==> src/rtl/ysyx_23060240_pkg.sv <==
// Shared definitions for the ysyx_23060240 fetch controller: FSM state
// encoding, the default reset PC, the sequential PC increment and a small
// alignment helper.
package ysyx_23060240_pkg;

   typedef enum logic [1:0] {
      S_IDLE = 2'd0,
      S_REQ  = 2'd1,
      S_WAIT = 2'd2,
      S_OUT  = 2'd3
   } fetch_state_e;

   localparam logic [31:0] RESET_PC_DEFAULT = 32'h8000_0000;
   localparam logic [31:0] PC_INCR          = 32'd4;

   // A fetch address is word aligned when its two low bits are zero.
   function automatic logic pc_misaligned(input logic [31:0] addr);
      return (addr[1:0] != 2'b00);
   endfunction

endpackage

==> src/rtl/ysyx_23060240_fetch_ctrl.sv <==
// ysyx_23060240_fetch_ctrl
// Single-outstanding instruction fetch controller. Issues one request at
// pc_r, waits for the word, presents it to decode and advances by 4 once it
// is consumed. A redirect from execute always wins and reloads pc_r; a
// response belonging to a request issued before the redirect is dropped.
// Optional macro YSYX_23060240_FETCH_MISALIGN_CHECK_EN: a misaligned pc_r
// skips the memory request and presents inst=0 with fetch_fault=1.
module ysyx_23060240_fetch_ctrl
   import ysyx_23060240_pkg::*;
#(
   parameter logic [31:0] RESET_PC = RESET_PC_DEFAULT
) (
   input  logic        clk,
   input  logic        rst,
   input  logic        redirect_valid,
   input  logic [31:0] redirect_pc,
   output logic        imem_req_valid,
   input  logic        imem_req_ready,
   output logic [31:0] imem_req_addr,
   input  logic        imem_rsp_valid,
   input  logic [31:0] imem_rsp_data,
   output logic        inst_valid,
   input  logic        inst_ready,
   output logic [31:0] inst,
   output logic [31:0] pc,
   output logic        fetch_fault
);

   fetch_state_e state_r;
   fetch_state_e state_nxt_s;
   logic [31:0]  pc_r;
   logic [31:0]  inst_r;
   logic         drop_r;
   logic         misalign_s;
   logic         req_valid_s;
   logic         req_fire_s;
   logic         rsp_take_s;
   logic         consume_s;

`ifdef YSYX_23060240_FETCH_MISALIGN_CHECK_EN
   assign misalign_s = pc_misaligned(pc_r);
`else
   assign misalign_s = 1'b0;
`endif

   assign req_valid_s = (state_r == S_REQ) && !misalign_s;
   assign req_fire_s  = req_valid_s && imem_req_ready;
   assign rsp_take_s  = (state_r == S_WAIT) && imem_rsp_valid;
   assign consume_s   = (state_r == S_OUT) && inst_ready;

   // State register, returns to idle on reset.
   always_ff @(posedge clk) begin
      if (rst) begin
         state_r <= S_IDLE;
      end else begin
         state_r <= state_nxt_s;
      end
   end

   // Next-state decode; a redirect never lets a stale word reach S_OUT.
   always_comb begin
      state_nxt_s = state_r;
      case (state_r)
         S_IDLE: begin
            state_nxt_s = S_REQ;
         end
         S_REQ: begin
            if (misalign_s) begin
               if (redirect_valid) begin
                  state_nxt_s = S_REQ;
               end else begin
                  state_nxt_s = S_OUT;
               end
            end else if (imem_req_ready) begin
               state_nxt_s = S_WAIT;
            end else begin
               state_nxt_s = S_REQ;
            end
         end
         S_WAIT: begin
            if (imem_rsp_valid) begin
               if (redirect_valid || drop_r) begin
                  state_nxt_s = S_REQ;
               end else begin
                  state_nxt_s = S_OUT;
               end
            end else begin
               state_nxt_s = S_WAIT;
            end
         end
         S_OUT: begin
            if (redirect_valid || inst_ready) begin
               state_nxt_s = S_REQ;
            end else begin
               state_nxt_s = S_OUT;
            end
         end
         default: begin
            state_nxt_s = S_IDLE;
         end
      endcase
   end

   // PC register: redirect has priority over the sequential advance.
   always_ff @(posedge clk) begin
      if (rst) begin
         pc_r <= RESET_PC;
      end else if (redirect_valid) begin
         pc_r <= redirect_pc;
      end else if (consume_s) begin
         pc_r <= pc_r + PC_INCR;
      end else begin
         pc_r <= pc_r;
      end
   end

   // Instruction register: only words that will be presented are captured.
   always_ff @(posedge clk) begin
      if (rst) begin
         inst_r <= 32'h0;
      end else if (rsp_take_s && !redirect_valid && !drop_r) begin
         inst_r <= imem_rsp_data;
      end else if ((state_r == S_REQ) && misalign_s && !redirect_valid) begin
         inst_r <= 32'h0;
      end else begin
         inst_r <= inst_r;
      end
   end

   // Drop flag: marks an in-flight request made stale by a redirect.
   always_ff @(posedge clk) begin
      if (rst) begin
         drop_r <= 1'b0;
      end else if (rsp_take_s) begin
         drop_r <= 1'b0;
      end else if (redirect_valid && ((state_r == S_WAIT) || req_fire_s)) begin
         drop_r <= 1'b1;
      end else begin
         drop_r <= drop_r;
      end
   end

   // Output decode, driven purely from registered state.
   always_comb begin
      imem_req_valid = 1'b0;
      imem_req_addr  = pc_r;
      inst_valid     = 1'b0;
      inst           = inst_r;
      pc             = pc_r;
      fetch_fault    = 1'b0;
      case (state_r)
         S_REQ: begin
            imem_req_valid = req_valid_s;
         end
         S_OUT: begin
            inst_valid  = 1'b1;
            fetch_fault = misalign_s;
         end
         default: begin
            imem_req_valid = 1'b0;
         end
      endcase
   end

endmodule

==> config.mk <==
export PLATFORM = sky130hd
export DESIGN_NAME = ysyx_23060240_fetch_ctrl
export DESIGN_NICKNAME = d
export VERILOG_FILES = /design/src/rtl/ysyx_23060240_pkg.sv /design/src/rtl/ysyx_23060240_fetch_ctrl.sv
export SDC_FILE = /design/constraint.sdc
export NUM_CORES = 1
export LEC_CHECK = 0
export CORE_UTILIZATION = 44
export DETAILED_ROUTE_END_ITERATION = 8
export PLACE_DENSITY = 0.92
export SLEW_MARGIN = 10
export SYNTH_ARGS = -nofsm -noshare
export SYNTH_HDL_FRONTEND = slang
export SYNTH_SLANG_ARGS = --single-unit
==> constraint.sdc <==
create_clock -name clk -period 4.6 [get_ports clk]
set_clock_uncertainty 0.1 [all_clocks]
set_input_delay 0.92 -clock clk [delete_from_list [all_inputs] [get_ports clk]]
set_output_delay 0.92 -clock clk [all_outputs]
set_load 0.01 [all_outputs]
---- Word-level counts from Yosys, hierarchy flattened ----
Cells that the tools add are included.
storage, ports and cells
  register bits ........................... 67
  input port bits ......................... 70
  output and inout port bits .............. 99
  logic and storage cells ................. 31
cells by class
  add/sub/neg operators ................... 1
  equal/unequal tests ..................... 3
  multiplexer cells ....................... 9
  reductions and logical operators ........ 14
operators by type and width
  kind                     number
  $mux W32                 2
  $add A32 B3 Y32 const B  1
  $mux W2                  4
  $pmux W2 S4              1
  $logic_and A1 B1 Y1      6
  $eq A2 B2 Y1 const B     2
  $logic_or A1 B1 Y1       3
  $eq A2 B1 Y1 const B     1
  $logic_not A1 Y1         2
  $logic_not A2 Y1         1
  $mux W1                  2
  $reduce_bool A2 Y1       1
  $reduce_or A2 Y1         1

---- Logic depth before layout (Yosys ltp) ----
Gate-level depths: netlist (run 1).
  word-level depth ........................ 4
  mapped depth ............................ 6
  mapped depth without buffers ............ 5

---- Least setup slack after synthesis (run 1) ----
No wires, ideal clock.
  kind .................................... input -> register
  start point ............................. in redirect_valid
  end point ............................... reg drop_r
  library setup time ...................... 95 ps
  arrival ................................. 2129 ps
  required time ........................... 4405 ps
  path slack .............................. 2276 ps
  stages .................................. 5
  buffers on the path ..................... 3
  cell sequence ........................... clkbuf_1 -> clkbuf_1 -> buf_1 -> o21ai_0 -> a221oi_1
between the ends
  word-level cells in the longest chain between the ends .. 1
RTL lines
  what                  RTL line                         source
  start, declared       ysyx_23060240_fetch_ctrl.sv:15   input logic redirect_valid,
  $logic_and A1 B1 Y1   ysyx_23060240_fetch_ctrl.sv:136  end else if (redirect_valid && ((state_r == S_WAIT) || req_fire_s)) begin
  end signal, assigned  ysyx_23060240_fetch_ctrl.sv:139  drop_r <= drop_r;
  end, declared         ysyx_23060240_fetch_ctrl.sv:33   logic drop_r;
Every way passes these cells.
A chain may end at the register's enable or synchronous reset.

---- Worst setup path in the final report (run 1) ----
  start point ............................. in inst_ready
  end point ............................... reg pc_r[15] (netlist: imem_req_addr[15])
between the ends
  word-level cells in the longest chain between the ends .. 2
RTL lines
  what                                 RTL line                         source
  start, declared                      ysyx_23060240_fetch_ctrl.sv:23   input logic inst_ready,
  $logic_and A1 B1 Y1                  ysyx_23060240_fetch_ctrl.sv:49   assign consume_s = (state_r == S_OUT) && inst_ready;
  $reduce_bool A2 Y1 (no source line)  -
  end signal, assigned                 ysyx_23060240_fetch_ctrl.sv:109  pc_r <= redirect_pc;
  end signal, assigned                 ysyx_23060240_fetch_ctrl.sv:111  pc_r <= pc_r + PC_INCR;
  end signal, assigned                 ysyx_23060240_fetch_ctrl.sv:113  pc_r <= pc_r;
  end, declared                        ysyx_23060240_fetch_ctrl.sv:31   logic [31:0] pc_r;
Every way passes these cells.

==> impl_metrics.json, run 1 <==
{
  "synthArstFlopShare": 0,
  "finalPower_mw": 1.41,
  "final_cell_mix": "clkdlybuf4s50_1, nand2_1, dfxtp_1, a21oi_1, nor2_1",
  "mostFrequentLayoutCell": "clkdlybuf4s50_1",
  "setup-tns-final_ns": 0,
  "firstDrtPassIters": 4,
  "final_area_mm2": 0.00506,
  "hpwl_mm": 7.12,
  "drtAntennaViolNets": 0,
  "syn_inst": 434,
  "final_util": 0.659,
  "ys.flop_type": "dfxtp_1",
  "cts_resized": 0,
  "synth_seq_cells": 67,
  "period_share": 0.637,
  "crit_path_max_fanout": 15,
  "cp_data_arrival_time_ns": 3.08,
  "rsz0062_at_grt": "no",
  "syn-cell-area_mm2": 0.00349,
  "via_per_inst": 5.42,
  "min_path_type": "flip-flop to flip-flop",
  "route.detailed.drc": 0,
  "drive_gt1_frac": 0.0485,
  "portBuffers": 167,
  "vias": 3573,
  "hold_slack_ns": 0.360,
  "worst_slew_pin_slew_ns": 1.13,
  "relSlewSlack": 0.242,
  "ys_types": 55,
  "globalplace.congestion": 0.841,
  "diodes": 0,
  "drv_cap": 0,
  "antenna_found_initial": 0,
  "area_growth_syn_to_layout_pct": 45.2,
  "dp_cells": 643,
  "cts_tree": "built",
  "grt_pass1_vias": 3404,
  "cts.sinks": 67,
  "avgSynthCellArea_um2": 8.03,
  "seq_area_mm2": 0.00134,
  "initial_core_util": 0.454,
  "postCtsSetupRepairBufs": 0,
  "core_area_mm2": 0.00769,
  "multiInputGateArea_mm2": 0.00165,
  "synth_edf_count": 0,
  "min_period_ns": 2.93,
  "clk_latency_ns": 0.35,
  "first_iter_violations": 108,
  "cts_root_buf": "clkbuf_8",
  "row_count": 32,
  "grt_max_degree": 45,
  "grt_pass1_wl_mm": 16.2,
  "hold_depth": 2,
  "ir_drop_uv": 227,
  "reg2reg_depth": 4,
  "critPathKind": "primary input to flip-flop",
  "clkTransAtPathRegs_ns": 0.09,
  "dp_slack_ns": 1.35,
  "setup_ws_ns": 1.67,
  "p_leak_nw": 1.74,
  "io_pins": 169,
  "critPathRequiredTime_ns": 4.75,
  "status": "finished, final reports clean",
  "slew_viol_final": 0,
  "worstSetupEndpointType": "flip-flop",
  "clock_path_buffers": 2,
  "detail_route.wl_per_cell_um": 15.3,
  "die_y_um": 91.0,
  "ctsHoldBuffers": 0,
  "nets": 623,
  "setup_viol": 0,
  "cts_max_level": 3,
  "dieArea_mm2": 0.00829,
  "place_area_mm2": 0.00486,
  "fin_cells": 659,
  "worstSetupStartpointType": "primary input",
  "routed_wl_mm": 10.1,
  "n_fill_cell": 664,
  "fmax_mhz": 341,
  "yosys_warnings": 0,
  "cts_made_buffers": 9,
  "p_per_area_mw_per_mm2": 278,
  "hold_violations": 0,
  "gr-total-overflow": 0,
  "grt_usage": 0.241,
  "die_width_um": 91.0,
  "synth_fp_nets": 505,
  "ys_seq_area_frac": 0.385
}
## state kept, by name, summed over array words and instances, names as in the netlist
signal and count:
imem_req_addr 32, inst 32, state_r 2, drop_r 1
## critical path, stage by stage
cell,delay (ns)
clkdlybuf4s50_1,0.49
and3_1,0.38
nand3_1,0.46
or4_1,0.55
a311oi_1,0.28
## synth_stat cells (3+ instances only)
master,number,area [µm²]
and3_1,5,31.3
inv_1,11,41.3
nor4_1,6,37.5
a32oi_1,3,26.3
a21oi_1,36,180
o31a_1,4,35.0
a311oi_1,8,70.1
nand4_1,6,37.5
nand3_1,17,85.1
a211oi_1,13,97.6
o31ai_1,8,60.1
xor2_1,8,70.1
dfxtp_1,67,1340
nor2_1,31,116
nor2b_1,3,18.8
nand2_1,80,300
clkbuf_1,18,67.6
o211ai_1,3,22.5
nor3_1,6,30.0
buf_4,33,248
or4_1,9,67.6
and4_1,6,52.6
o21ai_0,7,35.0
buf_6,8,90.1
or3_1,3,18.8
## per-layer routing
layer	global-route usage	wire length [µm]	share of wire	up-vias
li1	-	-	-	1740
met1	0.266	4060	0.40	1647
met2	0.420	4950	0.49	163
met3	0.0787	862	0.085	23
met4	0.110	247	0.024	0
met5	0	0	0	-
## layout make-up
| class | count | area share |
|---|---|---|
| Inverter | 12 | 0.00889 |
| Clock buffer | 9 | 0.0245 |
| Clock inverter | 7 | 0.0166 |
| Sequential cell | 67 | 0.265 |
| Multi-Input combinational cell | 292 | 0.327 |
| Timing Repair Buffer | 170 | 0.333 |
| Tap cell | 102 | 0.0252 |
## path summary, 6_finish.rpt
check	from	to	slack, ns
min	inst[13]$_SDFFE_PP0P_	inst[13]$_SDFFE_PP0P_	0.36
max reg2reg	imem_req_addr[4]$_SDFFE_PP0P_	imem_req_addr[15]$_SDFFE_PP0P_	2.24
min reg2reg	inst[13]$_SDFFE_PP0P_	inst[13]$_SDFFE_PP0P_	0.36
max	inst_ready	imem_req_addr[15]$_SDFFE_PP0P_	1.67
## cells by family (layout without fill, tap and decap cells)
family,Yosys count,after routing,share of synthesized area
flops,67,67,0.385
mux,2,2,0.00574
other cells,1,1,0.00108
buf+inv,75,198,0.141
compound gates,93,93,0.178
simple gates,185,185,0.261
xor+xnor,10,10,0.0251
fa+ha+maj,1,1,0.00359
## report_power, final
group / internal, mW / switching (mW) / total, mW / leakage, nW
Sequential: 0.604 / 0.0383 / 0.643 / 0.548
Combinational: 0.151 / 0.0948 / 0.246 / 1.08
Clock: 0.260 / 0.261 / 0.521 / 0.102
Power figures use the tool's default switching activity.
==> run 2: changes to the inputs <==
- CORE_UTILIZATION: 44 -> 37
- PLACE_DENSITY: 0.92 -> 0.83
- clock period: 4.6 -> 2.55 ns (I/O delays scaled with it)
==> run 2 against run 1 <==
Net effect:
- cell count increased by 2.7%
- design area rose by 2.4%
- global-route usage shrank 4.1 points
- clock-buffer cell count unchanged
- register-to-register slack lost 1.8 ns
- total power grew 86%
- flip-flop and latch count stayed put
- core utilization down 9.5 points
- routed wire length decreased by 2.1%
- combinational power rose by 83%
==> impl_metrics.json, run 2 (same netlist as run 1, synthesis figures left out) <==
{
  "min_period_ns": 2.19,
  "antenna_found_initial": 0,
  "cp_data_arrival_time_ns": 2.35,
  "detail_route.wl_per_cell_um": 14.6,
  "slew_viol_final": 0,
  "period_share": 0.860,
  "p_leak_nw": 1.80,
  "hold_slack_ns": 0.357,
  "critPathKind": "primary input to flip-flop",
  "rsz0062_at_grt": "no",
  "final_util": 0.564,
  "postCtsSetupRepairBufs": 0,
  "portBuffers": 167,
  "setup_viol": 0,
  "ctsHoldBuffers": 0,
  "row_count": 35,
  "final_cell_mix": "clkdlybuf4s50_1, nand2_1, dfxtp_1, a21oi_1, nor2_1",
  "die_width_um": 99.1,
  "max_stage_delay_ns": 0.52,
  "grt_pass1_wl_mm": 15.7,
  "worstSetupStartpointType": "primary input",
  "min_path_type": "flip-flop to flip-flop",
  "cts_max_level": 3,
  "drv_cap": 0,
  "vias": 3572,
  "globalplace.congestion": 0.752,
  "clkTransAtPathRegs_ns": 0.08,
  "path_cells": "clkdlybuf4s50_1 > and3_1 > nand3_1 > or4_1 > a311oi_1",
  "p_per_area_mw_per_mm2": 504,
  "wl_met1_mm": 3.91,
  "diodes": 0,
  "first_iter_violations": 105,
  "setup_ws_ns": 0.356,
  "cts_root_buf": "clkbuf_8",
  "io_pins": 169,
  "dr_wl_met2_mm": 4.86,
  "die_y_um": 99.1,
  "routed_wl_mm": 9.90,
  "status": "finished, final reports clean",
  "cts_made_buffers": 9,
  "initial_core_util": 0.379,
  "via_per_inst": 5.28,
  "grt_usage": 0.200,
  "core_area_mm2": 0.00920,
  "wl_met3_um": 958,
  "hold_violations": 0,
  "mostFrequentLayoutCell": "clkdlybuf4s50_1",
  "gr-total-overflow": 0,
  "worstSetupEndpointType": "flip-flop",
  "cts_tree": "built",
  "dieArea_mm2": 0.00982,
  "setup-tns-final_ns": 0,
  "clock_path_buffers": 2,
  "nets": 632,
  "dp_slack_ns": 0.00489,
  "drtAntennaViolNets": 0,
  "firstDrtPassIters": 4,
  "drive_gt1_frac": 0.0636,
  "highest_layer": "met4",
  "slowest_stage": "clkdlybuf4s50_1",
  "crit_path_max_fanout": 11,
  "cts_resized": 0,
  "cts.sinks": 67,
  "hpwl_mm": 7.25,
  "clk_latency_ns": 0.34,
  "fmax_mhz": 456,
  "route.detailed.drc": 0,
  "critPathRequiredTime_ns": 2.70,
  "grt_max_degree": 44,
  "grt_pass1_vias": 3313,
  "ir_drop_uv": 321,
  "area_growth_syn_to_layout_pct": 48.7
}
-- run 2: cell count changes in the layout (fill, tap and decap cells not counted), sizes merged --
| cell | previous run | this run |
|---|---|---|
| buf | 4 | 13 |
| clkinv | 3 | 5 |
| inv | 14 | 12 |
| bufinv | 1 | 2 |
| clkinvlp | 1 | 0 |
-- run 2: metal layers --
metal	vias to the layer above	track usage
met5	-	0
li1	1756	-
met1	1624	0.224
met4	0	0.0656
met3	14	0.0723
met2	178	0.352
-- run 2: final cells by class --
class,count,area (µm²)
Fill cell,842,4010
Timing Repair Buffer,179,1780
Multi-Input combinational cell,292,1650
Sequential cell,67,1340
Tap cell,111,139
Clock buffer,9,124
Clock inverter,7,100
Inverter,12,45.0
-- run 2: stage by stage --
stage               total power, mW  std cells  cell area (µm²)
global route                   2.72        677             5180
finish                         2.62        677             5180
detailed placement             1.63        661             4960
CTS                            2.64        677             5180
global placement               1.62        661             4960
floorplan                      1.38        434             3490
-- run 2: worst paths after layout --
check / start / endpoint / slack, ns / cells past startpoint
setup / recovery: inst_ready / imem_req_addr[15]$_SDFFE_PP0P_ / 0.36 / 5
hold / removal: inst[10]$_SDFFE_PP0P_ / inst[10]$_SDFFE_PP0P_ / 0.36 / 2
setup reg to reg: imem_req_addr[7]$_SDFFE_PP0P_ / imem_req_addr[24]$_SDFFE_PP0P_ / 0.42 / 4
hold reg to reg: inst[10]$_SDFFE_PP0P_ / inst[10]$_SDFFE_PP0P_ / 0.36 / 2
-- run 2: worst max-delay path, delay by kind of cell --
family	cells	cell delay [ns]
buffers and inverters	1	0.52
AOI/OAI and AO/OA	1	0.27
and+or+nand+nor	3	1.05
-- run 2: report_power, final --
part | total, mW | switching, mW | internal (mW)
clock network | 1.01 | 0.449 | 0.557
logic | 0.450 | 0.171 | 0.278
registers | 1.16 | 0.0684 | 1.09
==> run 3: changes to the inputs <==
- SKIP_CTS_REPAIR_TIMING: unset -> 1
==> results of run 3 <==
No change in the layout: final DEF, timing and power equal those of run 2.
==> variant 1 (config.mk and constraints of run 1) <==
The 4 states of `fetch_state_e` get a one-hot encoding in 4 bits.
--- a/src/rtl/ysyx_23060240_pkg.sv
+++ b/src/rtl/ysyx_23060240_pkg.sv
@@ -4,9 +4,9 @@
 package ysyx_23060240_pkg;
 
-   typedef enum logic [1:0] {
-      S_IDLE = 2'd0,
-      S_REQ  = 2'd1,
-      S_WAIT = 2'd2,
-      S_OUT  = 2'd3
+   typedef enum logic [3:0] {
+      S_IDLE = 4'b0001,
+      S_REQ  = 4'b0010,
+      S_WAIT = 4'b0100,
+      S_OUT  = 4'b1000
    } fetch_state_e;
 
Function: same outputs for any inputs over 10 cycles, from zero or initial values and one cycle with rst high; not proved beyond that.
==> variant 1 against run 1 <==
Wire length rose by 15%. Final cell count rose by 4.2%. Non-clock buffer count rose by 1. Setup slack got worse by 0.27 ns. Critical path depth did not move. Power rose by 2.6%. Design area rose by 3.4%. Maximum frequency fell by 8.6%. Sequential cell count rose by 2. Utilization rose by 0.84 points. Largest cell class is now multi-input gates. Synthesized area rose by 3.8%. Synthesized cell count rose by 8.5%.
==> variant 1: results (changes against run 1) <==
CRITPATHARRIVALTIME_NS=3.35  # +0.27 ns
DETAIL_ROUTE.WIRELENGTH_MM=11.61  # +15%
DETAILEDROUTE.FIRSTITERATIONVIOLATIONS=441  # +310%
SYNTHESIZED_AREA_FRACTION_OCCUPIED_BY_AO_OA_AOI_AND_OAI_CELLS=0.1849  # +0.007255
SYN-INSTANCE-COUNT=471  # +8.5%
FIRST_PASS_ITERS=5  # +1
SYNTH_MUX_AREA_FRAC=0.01106  # +0.005316
PLACEMENT.CELL_AREA_UM2=5037  # +3.7%
NETLIST-CELL-TYPE-COUNT=51  # -7.3%
POST_SYNTH_MAIN_AREA_CONTRIBUTORS='sky130_fd_sc_hd__dfxtp_1 (38%), sky130_fd_sc_hd__nand2_1 (9.0%), sky130_fd_sc_hd__buf_4 (6.8%)'
POWER.DENSITY_nW_PER_UM2=276.3  # -0.72%
FINALWEIGHTEDCONGESTION=0.8586  # +2.0%
PLACE_HPWL_MM=8.194  # +15%
NETS=651  # +4.5%
REGTOREGENDPOINT='imem_req_addr[25]$_SDFFE_PP0P_'
CRIT_PATH_TOP_DELAY_CELL='sky130_fd_sc_hd__clkdlybuf4s50_1'
SYN-NUM-NETS=542  # +7.3%
FIRST_PASS_GRT_WIRE_LENGTH_MM=18.35  # +14%
STATIC-LEAKAGE-POWER_nW=1.704  # -1.8%
LAYOUT.FILLER_CELLS=661  # -0.45%
CP_SLOWEST_STAGE_DELAY_NS=0.71  # +0.16 ns
CRIT-REG2REG-LAUNCH='state_r[1]$_SDFF_PP0_'
GRT_MAX_DEGREE=66  # +47%
WORST_HOLD_PATH.ENDPOINT='inst[0]$_SDFFE_PP0P_'
SYNTH-ADDER-AREA-SHARE=0.003455  # -0.0001327
RUN_STATUS='finished, final reports clean'
POST_SYNTH_XOR_AREA_FRACTION=0.01451  # -0.01060
ROUTEDWLPERCELL_UM=16.89  # +10%
WORST_REG_TO_REG_SETUP_SLACK_NS=1.81  # -0.43 ns
NUMBER_OF_GLOBAL_ROUTE_VIAS_BEFORE_REPAIR=3783  # +11%
PLACEDCELLCOUNT=671  # +4.4%
GROUTE.USAGE.OVERALL=0.2665  # +0.02526
SYNTH.YOSYS.SEQ_AREA_SHARE=0.3815  # -0.003164
HOLDCRITSTARTPOINT='inst[0]$_SDFFE_PP0P_'
==> variant 1: metrics by stage <==
stage | worst slack, ns | hold WS (ns)
floorplan | 2.096 | 0.3805
global placement | 1.272 | 0.3410
detailed placement | 1.082 | 0.3467
CTS | 1.423 | 0.3586
global route | 1.313 | 0.3781
finish | 1.397 | 0.3572
==> variant 1: worst max-delay path by stage <==
stage                                endpoint
2_1_floorplan  imem_req_addr[27]$_SDFFE_PP0P_
6_report       imem_req_addr[25]$_SDFFE_PP0P_
3_5_place_dp   imem_req_addr[25]$_SDFFE_PP0P_
4_1_cts                            inst_valid
5_1_grt        imem_req_addr[29]$_SDFFE_PP0P_
3_3_place_gp   imem_req_addr[27]$_SDFFE_PP0P_
==> variant 1: metal layers <==
layer	global-route usage	wire (um)
met1	0.3274	4450
met4	0.1026	302
met5	0	0
met2	0.4500	5870
met3	0.06322	981
==> variant 1: where the power goes <==
group | switching [mW] | internal [mW] | total, mW
Sequential | 0.0563 | 0.625 | 0.682
Combinational | 0.108 | 0.158 | 0.266
Clock | 0.247 | 0.252 | 0.499
Total | 0.411 | 1.04 | 1.45
==> variant 1: final cells by class <==
class                      count  area share
multi-input combinational    325      0.3472
timing repair buffer         171      0.3240
sequential                    69      0.2638
tap                          102     0.02437
clock buffer                   9     0.02366
clock inverter                 7     0.01410
inverter                       4    0.002867
==> variant 1: worst register-to-register path: cells and delay by family, from the launching register on <==
family,cells,cell delay (ns)
AOI/OAI and AO/OA,1,0.32
DFF,1,0.41
and+or+nand+nor,3,1.87
==> variant 2 (settings of run 1) <==
Made on the original files. Add a define of `YSYX_23060240_FETCH_MISALIGN_CHECK_EN`.
--- a/src/rtl/ysyx_23060240_fetch_ctrl.sv
+++ b/src/rtl/ysyx_23060240_fetch_ctrl.sv
@@ -6,4 +6,6 @@
 // Optional macro YSYX_23060240_FETCH_MISALIGN_CHECK_EN: a misaligned pc_r
 // skips the memory request and presents inst=0 with fetch_fault=1.
+`define YSYX_23060240_FETCH_MISALIGN_CHECK_EN
+
 module ysyx_23060240_fetch_ctrl
    import ysyx_23060240_pkg::*;
Check against the original RTL: not equivalent (a bounded check fails within 4 cycles, from zero or initial values and one cycle with rst high).
==> variant 2 against run 1 <==
Utilization increased by 3.1 points. Clock power down 5.4%. Largest power group unchanged. Synthesized area is 1.5% lower. Setup slack lost 0.087 ns. Sequential cell count did not move. Critical endpoint is now inst[11]$_SDFFE_PP0P_. Register-to-register slack got worse by 0.09 ns. Wire length fell by 3.2%. Power down 2.9%. Final cell count fell by 3.2%. First-iteration DRC count increased by 81%. Design area grew 0.86%. Critical path depth increased by 1.
==> variant 2: results (changes against run 1) <==
NONCLOCKINVERTERCOUNT=9  # -3
FINAL.HOLD.WORST_SLACK_NS=0.3905  # +0.03091 ns
RUN_STATUS='finished, final reports clean'
FIRST_PASS_ITERS=6  # +2
DETAILEDROUTE.FIRSTITERATIONVIOLATIONS=195  # +81%
GROUTE.USAGE.OVERALL=0.2459  # +0.004644
FIRST_PASS_GRT_WIRE_LENGTH_MM=16.42  # +1.6%
NUMBER_OF_GLOBAL_ROUTE_VIAS_BEFORE_REPAIR=3490  # +2.5%
AVGVIACOUNTPERCELL=5.553  # +2.4%
NCLKBUFFERS=13  # +4
PLACEMENT.CELL_AREA_UM2=4915  # +1.2%
STATIC-LEAKAGE-POWER_nW=1.738  # +0.14%
CLKCELLAREAFRAC=0.03796  # -0.003046
CRITPATHARRIVALTIME_NS=3.19  # +0.11 ns
LAYOUT.CELLS.NON_FILLER=638  # -3.2%
POST_SYNTH_INSTANCE_AREA_UM2=3436  # -1.5%
PLACE_HPWL_MM=7.024  # -1.4%
SIGNAL_BUF_OVERHEAD=0.3341  # +0.0005708
YS_TOP_CELLS_BY_COUNT='sky130_fd_sc_hd__dfxtp_1 (67), sky130_fd_sc_hd__nor2_1 (67), sky130_fd_sc_hd__a22oi_1 (33)'
FINALWEIGHTEDCONGESTION=0.8089  # -3.9%
SLEW_HEADROOM=0.2775  # +0.03595
INTERNAL_POWER_mW=1.024  # +0.90%
BUFFER_PORTS.INSERTED=168  # +0.60%
NETLIST-CELL-TYPE-COUNT=51  # -7.3%
WORST_REG_TO_REG_SETUP_SLACK_NS=2.15  # -0.09 ns
REGTOREGENDPOINT='imem_req_addr[30]$_SDFFE_PP0P_'
SYNTH.YOSYS.SEQ_AREA_SHARE=0.3904  # +0.005743
MULTI_INPUT_GATE_SHARE_OF_THE_LAYOUT_CELL_AREA=0.3346  # +0.007976
SYN-NUM-NETS=485  # -4.0%
TIMING.CRITICAL_PATH.FANOUT_MAX=32  # +17
NNONCLKBUFFERS=172  # +1.2%
LAYOUT.FILLER_CELLS=588  # -11%
GRT_MAX_DEGREE=48  # +6.7%
CRIT-REG2REG-LAUNCH='state_r[0]$_SDFF_PP0_'
PEAKVDDDROP_uV=153.9  # -32%
[variant 2: cell types whose count changed after synthesis, moves of 5 or more]
cell,before,now
sky130_fd_sc_hd__nand2_1,80,24
sky130_fd_sc_hd__nor2_1,31,67
sky130_fd_sc_hd__a22oi_1,0,33
sky130_fd_sc_hd__a21oi_1,36,5
sky130_fd_sc_hd__buf_6,8,0
sky130_fd_sc_hd__clkbuf_1,18,24
sky130_fd_sc_hd__nor4_1,6,12
sky130_fd_sc_hd__or3_1,3,9
sky130_fd_sc_hd__xor2_1,8,2
sky130_fd_sc_hd__nand3_1,17,12
sky130_fd_sc_hd__o31ai_1,8,3
sky130_fd_sc_hd__xnor2_1,2,7
[variant 2: worst max-delay path, cell delays in order]
cell                              delay, ns
sky130_fd_sc_hd__clkdlybuf4s50_1       0.54
sky130_fd_sc_hd__buf_4                 0.29
sky130_fd_sc_hd__nor2_1                0.18
sky130_fd_sc_hd__and2_1                0.88
sky130_fd_sc_hd__a22oi_1               0.24
sky130_fd_sc_hd__nor2_1                0.14
[variant 2: logic make-up after synthesis]
family / share of synthesized area
and+or+nand+nor: 0.2611
DFF: 0.3904
AOI/OAI and AO/OA: 0.1956
adders and majority gates: 0.003641
muxes: 0.01202
buffers and inverters: 0.1143
xor gates and xnor gates: 0.02294
[variant 2: layer usage]
layer,up-vias,track usage,share of wire
met3,20,0.08081,0.084
met5,-,0,0
met1,1639,0.2888,0.42
met4,0,0.1196,0.021
met2,147,0.4027,0.48
li1,1737,-,-
[variant 2: per-stage QoR]
step             util  total power [mW]  worst slack, ns
5_1_grt        0.6896             1.428            1.360
4_1_cts        0.6896             1.378            1.599
2_1_floorplan       -            0.7548            2.232
6_report       0.6896             1.369            1.584
3_3_place_gp   0.6634            0.8821            1.356
3_5_place_dp   0.6634            0.8890            1.236
